### src/rtl/tile_pkg.sv
// Shared types and helpers for the tile memory arbiter slice.
// Slot encoding, address width and the {y,x} address packing used by display and writers.
package tile_pkg;

  typedef enum logic [1:0] {
    SLOT_IDLE = 2'd0,
    SLOT_RD   = 2'd1,
    SLOT_WR   = 2'd2
  } slot_t;

  localparam int unsigned TILE_ADDR_W    = 8;
  localparam int unsigned DATA_W_DEFAULT = 4;

  function automatic logic [TILE_ADDR_W-1:0] tile_addr(input logic [3:0] y, input logic [3:0] x);
    return {y, x};
  endfunction

endpackage

### src/rtl/tile_mem_arbiter_if.sv
// Bundle of display, writer and RAM signals around the tile memory arbiter.
// slave = arbiter view, master = environment (sync counters, writers, RAM) view.
interface tile_mem_arbiter_if
  import tile_pkg::*;
#(
  parameter int unsigned DATA_W = DATA_W_DEFAULT
);

  logic                   disp_tick;
  logic                   video_on;
  logic                   vblank;
  logic [3:0]             disp_x;
  logic [3:0]             disp_y;
  logic [DATA_W-1:0]      disp_data;
  logic                   disp_valid;

  logic [1:0]             wreq;
  logic [TILE_ADDR_W-1:0] waddr0;
  logic [TILE_ADDR_W-1:0] waddr1;
  logic [DATA_W-1:0]      wdata0;
  logic [DATA_W-1:0]      wdata1;
  logic [1:0]             wgnt;

  logic [TILE_ADDR_W-1:0] mem_addr;
  logic                   mem_we;
  logic [DATA_W-1:0]      mem_wdata;
  logic [DATA_W-1:0]      mem_rdata;

  modport slave (
    input  disp_tick, video_on, vblank, disp_x, disp_y,
    output disp_data, disp_valid,
    input  wreq, waddr0, waddr1, wdata0, wdata1,
    output wgnt,
    output mem_addr, mem_we, mem_wdata,
    input  mem_rdata
  );

  modport master (
    output disp_tick, video_on, vblank, disp_x, disp_y,
    input  disp_data, disp_valid,
    output wreq, waddr0, waddr1, wdata0, wdata1,
    input  wgnt,
    input  mem_addr, mem_we, mem_wdata,
    output mem_rdata
  );

endinterface

### src/rtl/rr_arb2.sv
// Two-way round-robin arbiter: combinational grant, rr_last updated only when a grant is issued.
// rr_last resets to 1 so writer 0 wins the first tie.
module rr_arb2 (
  input  logic       clk,
  input  logic       reset,
  input  logic [1:0] req,
  input  logic       en,
  output logic [1:0] gnt
);

  logic rr_last_q, rr_last_d;

  always_comb begin
    gnt = 2'b00;
    if (en) begin
      unique case (req)
        2'b01:   gnt = 2'b01;
        2'b10:   gnt = 2'b10;
        2'b11:   gnt = rr_last_q ? 2'b01 : 2'b10;
        default: gnt = 2'b00;
      endcase
    end
  end

  always_comb begin
    rr_last_d = rr_last_q;
    if (gnt[0]) begin
      rr_last_d = 1'b0;
    end else if (gnt[1]) begin
      rr_last_d = 1'b1;
    end
  end

  always_ff @(posedge clk) begin
    if (reset) begin
      rr_last_q <= 1'b1;
    end else begin
      rr_last_q <= rr_last_d;
    end
  end

endmodule

### src/rtl/tile_mem_arbiter.sv
// Single-port tile RAM arbiter: display reads take absolute priority, two writers share the
// remaining slots round-robin, optionally only during vertical blanking.
module tile_mem_arbiter
  import tile_pkg::*;
#(
  parameter int unsigned DATA_W      = DATA_W_DEFAULT,
  parameter bit          LOCK_VBLANK = 1'b1
) (
  input  logic               clk,
  input  logic               reset,
  tile_mem_arbiter_if.slave  bus
);

  logic                   rd_req;
  logic                   wr_window;
  logic [1:0]             elig;
  logic [1:0]             gnt;
  slot_t                  slot_q, slot_d;
  logic [1:0]             wgnt_q;
  logic [1:0]             rd_pipe_q;
  logic [TILE_ADDR_W-1:0] mem_addr_q;
  logic [DATA_W-1:0]      mem_wdata_q;
  logic [DATA_W-1:0]      disp_data_q;
  logic                   disp_valid_q;

  assign rd_req    = bus.disp_tick & bus.video_on;
  assign wr_window = !LOCK_VBLANK || bus.vblank;
  // A writer with a grant showing this cycle is still updating its request, so mask it.
  assign elig      = bus.wreq & ~wgnt_q & {2{wr_window}};

  rr_arb2 u_rr_arb2 (
    .clk   (clk),
    .reset (reset),
    .req   (elig),
    .en    (~rd_req),
    .gnt   (gnt)
  );

  always_comb begin
    slot_d = SLOT_IDLE;
    if (rd_req) begin
      slot_d = SLOT_RD;
    end else if (|gnt) begin
      slot_d = SLOT_WR;
    end
  end

  always_ff @(posedge clk) begin
    if (reset) begin
      slot_q       <= SLOT_IDLE;
      wgnt_q       <= 2'b00;
      rd_pipe_q    <= 2'b00;
      mem_addr_q   <= '0;
      mem_wdata_q  <= '0;
      disp_data_q  <= '0;
      disp_valid_q <= 1'b0;
    end else begin
      slot_q       <= slot_d;
      wgnt_q       <= gnt;
      rd_pipe_q    <= {rd_pipe_q[0], slot_d == SLOT_RD};
      disp_valid_q <= rd_pipe_q[1];
      if (rd_pipe_q[1]) begin
        disp_data_q <= bus.mem_rdata;
      end
      unique case (slot_d)
        SLOT_RD: mem_addr_q <= tile_addr(bus.disp_y, bus.disp_x);
        SLOT_WR: begin
          mem_addr_q  <= gnt[0] ? bus.waddr0 : bus.waddr1;
          mem_wdata_q <= gnt[0] ? bus.wdata0 : bus.wdata1;
        end
        default: ;
      endcase
    end
  end

  assign bus.wgnt       = wgnt_q;
  assign bus.mem_addr   = mem_addr_q;
  assign bus.mem_we     = (slot_q == SLOT_WR);
  assign bus.mem_wdata  = mem_wdata_q;
  assign bus.disp_data  = disp_data_q;
  assign bus.disp_valid = disp_valid_q;

endmodule
### src/flat_wrapper.sv
// flat-port wrapper written by rule: the top's interface ports become plain ports
module tile_mem_arbiter_flat import tile_pkg::*;
#(
  parameter int unsigned DATA_W      = DATA_W_DEFAULT,
  parameter bit          LOCK_VBLANK = 1'b1
)
  (clk, reset, bus_disp_tick, bus_video_on, bus_vblank, bus_disp_x, bus_disp_y, bus_disp_data, bus_disp_valid, bus_wreq, bus_waddr0, bus_waddr1, bus_wdata0, bus_wdata1, bus_wgnt, bus_mem_addr, bus_mem_we, bus_mem_wdata, bus_mem_rdata);
  tile_mem_arbiter_if #(.DATA_W(DATA_W)) bus_i ();
  input  logic clk;
  input  logic reset;
  input wire logic [$bits(bus_i.disp_tick)-1:0] bus_disp_tick;
  input wire logic [$bits(bus_i.video_on)-1:0] bus_video_on;
  input wire logic [$bits(bus_i.vblank)-1:0] bus_vblank;
  input wire logic [$bits(bus_i.disp_x)-1:0] bus_disp_x;
  input wire logic [$bits(bus_i.disp_y)-1:0] bus_disp_y;
  output wire logic [$bits(bus_i.disp_data)-1:0] bus_disp_data;
  output wire logic [$bits(bus_i.disp_valid)-1:0] bus_disp_valid;
  input wire logic [$bits(bus_i.wreq)-1:0] bus_wreq;
  input wire logic [$bits(bus_i.waddr0)-1:0] bus_waddr0;
  input wire logic [$bits(bus_i.waddr1)-1:0] bus_waddr1;
  input wire logic [$bits(bus_i.wdata0)-1:0] bus_wdata0;
  input wire logic [$bits(bus_i.wdata1)-1:0] bus_wdata1;
  output wire logic [$bits(bus_i.wgnt)-1:0] bus_wgnt;
  output wire logic [$bits(bus_i.mem_addr)-1:0] bus_mem_addr;
  output wire logic [$bits(bus_i.mem_we)-1:0] bus_mem_we;
  output wire logic [$bits(bus_i.mem_wdata)-1:0] bus_mem_wdata;
  input wire logic [$bits(bus_i.mem_rdata)-1:0] bus_mem_rdata;
  assign bus_i.disp_tick = bus_disp_tick;
  assign bus_i.video_on = bus_video_on;
  assign bus_i.vblank = bus_vblank;
  assign bus_i.disp_x = bus_disp_x;
  assign bus_i.disp_y = bus_disp_y;
  assign bus_disp_data = bus_i.disp_data;
  assign bus_disp_valid = bus_i.disp_valid;
  assign bus_i.wreq = bus_wreq;
  assign bus_i.waddr0 = bus_waddr0;
  assign bus_i.waddr1 = bus_waddr1;
  assign bus_i.wdata0 = bus_wdata0;
  assign bus_i.wdata1 = bus_wdata1;
  assign bus_wgnt = bus_i.wgnt;
  assign bus_mem_addr = bus_i.mem_addr;
  assign bus_mem_we = bus_i.mem_we;
  assign bus_mem_wdata = bus_i.mem_wdata;
  assign bus_i.mem_rdata = bus_mem_rdata;
  tile_mem_arbiter #(.DATA_W(DATA_W), .LOCK_VBLANK(LOCK_VBLANK)) u_core (.clk(clk), .reset(reset), .bus(bus_i));
endmodule
### config.mk
export PLATFORM = sky130hd
export DESIGN_NAME = tile_mem_arbiter_flat
export DESIGN_NICKNAME = d
export VERILOG_FILES = /design/src/rtl/tile_pkg.sv /design/src/rtl/tile_mem_arbiter_if.sv /design/src/rtl/rr_arb2.sv /design/src/rtl/tile_mem_arbiter.sv /design/src/flat_wrapper.sv
export SDC_FILE = /design/constraint.sdc
export NUM_CORES = 1
export LEC_CHECK = 0
export ABC_AREA = 1
export CORE_UTILIZATION = 40
export CTS_CLUSTER_DIAMETER = 60
export DETAILED_ROUTE_END_ITERATION = 10
export MAX_ROUTING_LAYER = met4
export PLACE_DENSITY = 0.94
export SLEW_MARGIN = 20
export SYNTH_ARGS = -nofsm -noshare
export SYNTH_HDL_FRONTEND = slang
export SYNTH_HIERARCHICAL = 1
export SYNTH_SLANG_ARGS = --single-unit
### constraint.sdc
create_clock -name clk -period 2.75 [get_ports clk]
set_input_delay 0.4125 -clock clk [delete_from_list [all_inputs] [get_ports clk]]
set_output_delay 0.4125 -clock clk [all_outputs]
set_load 0.05 [all_outputs]
==> results.json, run 1 <==
{
  "status": "completed",
  "drv_slew": 0,
  "endpoint": "bus_mem_we",
  "syn_area_per_cell_um2": 6.646,
  "syn_nets": 210,
  "internal_power_uw": 528.2,
  "cts_setup_buffers": 0,
  "finalHoldViolations": 0,
  "drtIter0Drc": 13,
  "area_delta_synth_final_pct": 58.74,
  "cp_top_family": "buffers and inverters",
  "synth.ff_latch_count": 23,
  "worst-r2r-setup-slack_ns": 1.19,
  "start_util": 0.4361,
  "core-area_mm2": 0.002545,
  "clk_pin_slew_ns": 0.13,
  "relSlewSlack": 0.6524,
  "viasPerCell": 4.699,
  "vias": 1217,
  "yosys_warnings": 6,
  "cts_made_buffers": 3,
  "crit_slowest_cell": "clkdlybuf4s50_1",
  "maxCapViolations": 0,
  "grt_start_max_net_pins": 16,
  "powerDensity_mw_per_mm2": 452.1,
  "drive_above_1_share": 0.07424,
  "final_common_cell": "clkdlybuf4s50_1",
  "syn-cell-area_mm2": 0.001110,
  "post-route-util": 0.6922,
  "critPathRequiredTime_ns": 2.34,
  "switchingPower_uw": 268.2,
  "grt_overflow_total": 0,
  "grt_pass1_wl_um": 4457,
  "leakage_nw": 0.8325,
  "fmax_ghz": 0.5075,
  "layout_common_cells": "clkdlybuf4s50_1, nand2_1, nor2_1, dfxtp_1, inv_1",
  "rr_worst_depth": 11,
  "fin_worst_skew_ns": 0.0009228,
  "nNetsFinal": 273,
  "rows": 18,
  "wl_um": 2906,
  "critPathCaptureType": "output pin",
  "cts_tree": "yes",
  "clock-sinks": 23,
  "yosysSeqAreaShare": 0.4149,
  "insertedDiodeCount": 0,
  "antenna_found_initial": 0,
  "p_seq_frac": 0.461,
  "antenna_left": 0,
  "setup-tns-final_ns": 0,
  "cts_hold_buf": 0,
  "grtUsageTotal": 0.2137,
  "dp_hpwl_um": 2204,
  "p_clk_frac": 0.196,
  "worstSetupPathType": "flip-flop to output pin",
  "crit_chain": "inv_1 > nor2_1 > clkdlybuf4s50_1",
  "dieArea_mm2": 0.002989,
  "setup_viol_count_final": 0,
  "tightest_slew_ns": 0.5213,
  "cts-root-buf": "clkbuf_4",
  "yosys.area.top_type": "dfxtp_1",
  "synth_area_leaders": "dfxtp_1, nand2_1, nor2_1",
  "crit_buf_inv": 2,
  "max-vdd-ir-drop_mv": 0.3626,
  "fp.dieH_um": 54.68,
  "htreeDepth": 1,
  "hp-class": "flip-flop to flip-flop",
  "final.period_utilization": 0.7166,
  "critPathLaunch": "u_core/slot_q[1]",
  "slowest_delay_ns": 0.80,
  "first_pass_iters": 4,
  "power_frac_comb": 0.343,
  "arrival_ns": 1.56,
  "rsz0062_at_grt": "false",
  "fp.dieW_um": 54.68,
  "start_kind": "flip-flop",
  "io_buffers": 62,
  "cts_buffer_depth": 2,
  "syn_inst": 167,
  "cts_resized": 0,
  "grt_pass1_vias": 1109,
  "ios": 63,
  "p_sw_frac": 0.3368,
  "path_depth": 3,
  "wl_per_cell_um": 11.22,
  "drc_errors": 0,
  "clock_latency_ns": 0.31,
  "period_needed_ns": 1.971,
  "globalplace.congestion": 0.7484,
  "synth_cell_types": 19,
  "r2r-end": "u_core/bus.mem_addr[3]",
  "worstReg2RegStart": "u_core/bus.wgnt[0]",
  "crit_path_max_fanout": 1,
  "synth_top_area_frac": 0.4149
}
==> logic make-up (layout without fill, tap and decap cells) <==
| family | count (synthesis) | in the layout | synth area share |
|---|---|---|---|
| simple gates | 101 | 101 | 0.3923 |
| flops | 23 | 23 | 0.4149 |
| compound gates | 18 | 18 | 0.08455 |
| buf+inv | 25 | 87 | 0.1082 |
==> cell usage after synthesis, drive strengths merged <==
cell    number
a21oi        5
buf          4
clkbuf       2
dfxtp       23
inv         19
nand2       65
nand3        5
nor2        27
nor3         4
o21ai       13
==> through the flow <==
| stage | hold WS (ns) | total power [mW] | area (um2) | std cells | setup WS (ns) |
|---|---|---|---|---|---|
| CTS | 0.4505 | 0.8019 | 1762 | 259 | 0.7598 |
| floorplan | 0.4034 | 0.5346 | 1110 | 167 | 0.8642 |
| finish | 0.4475 | 0.7964 | 1762 | 259 | 0.7794 |
| detailed placement | 0.4113 | 0.6459 | 1734 | 255 | 0.5275 |
| global placement | 0.4152 | 0.6416 | 1734 | 255 | 0.6137 |
| global route | 0.4749 | 0.8392 | 1762 | 259 | 0.6044 |
==> final cells by class <==
cell class,count,area (um2)
repair buffers,64,635.6
clock buffers,3,22.52
multi-input cells,119,529.3
well taps,30,37.54
inverters,19,71.32
clock inverters,1,5.005
flip-flops and latches,23,460.4
fillers,219,783.3
==> worst reg2reg max path: stages (launching register included) <==
cell and delay, ns:
dfxtp_1 0.33, nor2_1 0.16, nand2_1 0.09, a21oi_1 0.14, buf_4 0.24, inv_2 0.15, nand2_1 0.09, nand2_1 0.05
nand2_1 0.07, nand3_1 0.06, nand2_1 0.07, inv_1 0.04
==> power groups by stage <==
stage          clock, mW  sequential [mW]  combinational [mW]
3_5_place_dp           0            0.375               0.271
4_1_cts            0.162            0.367               0.272
2_1_floorplan          0            0.442              0.0931
3_3_place_gp           0            0.374               0.267
5_1_grt            0.175            0.370               0.293
6_report           0.156            0.367               0.273
==> metal layers <==
| layer | part of all wire | GRT usage |
|---|---|---|
| met2 | 0.46 | 0.3755 |
| met1 | 0.43 | 0.2412 |
| met5 | 0 | - |
| met3 | 0.094 | 0.03611 |
| met4 | 0.010 | 0.07265 |
==> flip-flops by register name (all words and copies together), names as in the netlist <==
register / count
u_core/bus.mem_wdata: 4
u_core/bus.wgnt: 2
u_core/u_rr_arb2/rr_last_q: 1
u_core/bus.disp_valid: 1
u_core/bus.disp_data: 4
u_core/slot_q: 2
u_core/bus.mem_addr: 8
u_core/rd_pipe_q: 1
==> worst min-delay path by stage <==
stage          depth (start not counted)              from                  end  slack [ns]
2_1_floorplan                          2  u_core/slot_q[0]  u_core/rd_pipe_q[1]        0.40
3_3_place_gp                           2  u_core/slot_q[0]  u_core/rd_pipe_q[1]        0.42
3_5_place_dp                           2  u_core/slot_q[0]  u_core/rd_pipe_q[1]        0.41
4_1_cts                                2  u_core/slot_q[0]  u_core/rd_pipe_q[1]        0.45
5_1_grt                                2  u_core/slot_q[0]  u_core/rd_pipe_q[1]        0.47
6_report                               2  u_core/slot_q[0]  u_core/rd_pipe_q[1]        0.45
(Power assumes the default switching activity.)
==> run 2: changes to the inputs <==
CORE_UTILIZATION = 34   (was 40)
PLACE_DENSITY = 0.87   (was 0.94)
clock period = 1.7 ns   (was 2.75 ns; I/O delays follow)
==> run 2 against run 1 <==
  * Power is 64% higher
  * Worst hold slack worse by 0.0096 ns
  * Largest cell class unchanged
  * Flip-flop and latch count stayed put
  * Non-clock buffer count is 6 higher
==> results.json, run 2 (synthesis gave the netlist of run 1 again) <==
{
  "status": "completed",
  "power_mw": 1.305,
  "wl_per_cell_um": 10.16,
  "fill_cells": 307,
  "finalHoldViolations": 0,
  "drc_errors": 0,
  "drv_slew": 0,
  "powerDensity_mw_per_mm2": 726.3,
  "fin_worst_skew_ns": 0.003710,
  "top_usage_layer": "met2",
  "max-vdd-ir-drop_mv": 0.2749,
  "crit_path_max_fanout": 12,
  "worstReg2RegStart": "u_core/bus.wgnt[1]",
  "drtIter0Drc": 40,
  "critPathLaunch": "bus_vblank",
  "r2r-end": "u_core/bus.mem_addr[0]",
  "first_pass_iters": 4,
  "dieArea_mm2": 0.003496,
  "clock_latency_ns": 0.32,
  "nNetsFinal": 279,
  "met2_usage": 0.2841,
  "worstSetupPathType": "input port to flip-flop",
  "clk_pin_slew_ns": 0.13,
  "fp.dieW_um": 59.13,
  "clock-sinks": 23,
  "critPathRequiredTime_ns": 1.94,
  "antenna_left": 0,
  "final_common_cell": "nand2_1",
  "largest_reg_flops": 8,
  "antenna_found_initial": 0,
  "rr_worst_depth": 9,
  "grt_use_met1": 0.2162,
  "critPathCaptureType": "flip-flop",
  "period_needed_ns": 1.541,
  "dpl-instance-area_mm2": 0.001767,
  "relSlewSlack": 0.6682,
  "drive_above_1_share": 0.1872,
  "holdPathEnd": "u_core/rd_pipe_q[1]",
  "worstHoldPathCells": 2,
  "cts_made_buffers": 3,
  "fp.dieH_um": 59.13,
  "cts_buffer_depth": 2,
  "maxCapViolations": 0,
  "arrival_ns": 1.78,
  "fmax_ghz": 0.6490,
  "cts_hold_buf": 0,
  "wl_um": 2835,
  "vias": 1228,
  "area_delta_synth_final_pct": 61.89,
  "worstHoldStart": "u_core/slot_q[0]",
  "io_buffers": 62,
  "insertedDiodeCount": 0,
  "tightest_slew_ns": 0.4969,
  "start_util": 0.3606,
  "grtUsageTotal": 0.1717,
  "final.period_utilization": 0.9064,
  "grt_overflow_total": 0,
  "worst-r2r-setup-slack_ns": 0.26,
  "dp_hpwl_um": 2145,
  "viasPerCell": 4.401,
  "leakage_nw": 0.9189,
  "grtUsageMet3": 0.02620,
  "layout_common_cells": "nand2_1, clkdlybuf4s50_1, buf_4, nor2_1, dfxtp_1",
  "hp-class": "flip-flop to flip-flop",
  "fin_area_mm2": 0.001797,
  "grt_pass1_wl_um": 4478,
  "core-area_mm2": 0.003078,
  "cts-root-buf": "clkbuf_4",
  "globalplace.congestion": 0.8175,
  "setup_viol_count_final": 0,
  "grt_start_max_net_pins": 14,
  "rsz0062_at_grt": "false",
  "grt_pass1_vias": 1077,
  "rows": 20,
  "ios": 63,
  "htreeDepth": 1,
  "cts_setup_buffers": 0,
  "cts_tree": "yes",
  "start_kind": "input port"
}
## run 2: cell types whose count changed in the layout (fill, tap and decap cells not counted), sizes merged
cell,change
buf,+25
clkdlybuf4s50,-20
dlymetal6s2s,+1
## run 2: what timing repair did
action	4_1_cts	5_1_grt
resized for setup	0	2
setup endpoints to repair	0	2
endpoints found under the hold margin	0	0
## run 2: layer usage
metal	vias to the layer above	wire (um)
li1	644	-
met1	537	1366
met2	43	1291
met3	4	147
met4	0	30
met5	-	0
## run 2: where the power goes
group | internal [mW] | leakage [nW] | total, mW | switching [mW]
Combinational | 0.196 | 0.712 | 0.448 | 0.252
Sequential | 0.576 | 0.189 | 0.596 | 0.0200
Clock | 0.0883 | 0.0177 | 0.261 | 0.173
Total | 0.860 | 0.919 | 1.30 | 0.445
## run 2: final cells by class
| cell class | count | area (um2) | share of cell area |
|---|---|---|---|
| clock buffers | 3 | 22.52 | 0.01253 |
| clock inverters | 1 | 5.005 | 0.002786 |
| inverters | 19 | 71.32 | 0.03969 |
| multi-input cells | 119 | 533.0 | 0.2967 |
| flip-flops and latches | 23 | 461.7 | 0.2570 |
| well taps | 44 | 55.05 | 0.03064 |
| repair buffers | 70 | 648.1 | 0.3607 |
## run 2: worst max-delay path: stages
cell and delay, ns:
clkdlybuf4s50_1 0.47, nand2_1 0.05, nor2_1 0.16, a21oi_2 0.08
buf_4 0.16, nor2_4 0.16, nand2_4 0.13, o21ai_0 0.17
inv_1 0.05, nand2_1 0.06, inv_1 0.03
## run 2: worst max-delay path by stage
stage / to / slack, ns / cells past startpoint
after floorplan: u_core/bus.mem_addr[5] / 0.06 / 11
after global placement: u_core/bus.mem_addr[2] / -0.15 / 11
after detailed placement: u_core/bus.mem_addr[2] / -0.20 / 11
after CTS: bus_disp_valid / 0.006 / 1
after global routing: u_core/bus.mem_addr[5] / 0.008 / 13
final: u_core/bus.mem_addr[0] / 0.16 / 11
## run 2: metrics by stage
stage	setup WS [ns]	std cells	utilization	hold slack (ns)	TNS [ns]
5_1_grt	0.007953	279	0.5837	0.4619	0
3_3_place_gp	-0.1469	275	0.5740	0.4120	-1.133
4_1_cts	0.006030	279	0.5829	0.4405	0
3_5_place_dp	-0.1996	275	0.5740	0.4216	-1.526
6_report	0.1591	279	0.5837	0.4379	0
2_1_floorplan	0.06091	167	-	0.3611	0
==> run 3: changes to the inputs <==
GPL_TIMING_DRIVEN = 1   (was unset)
==> results of run 3 <==
Final layout, timing and power as in run 2 (identical DEF).
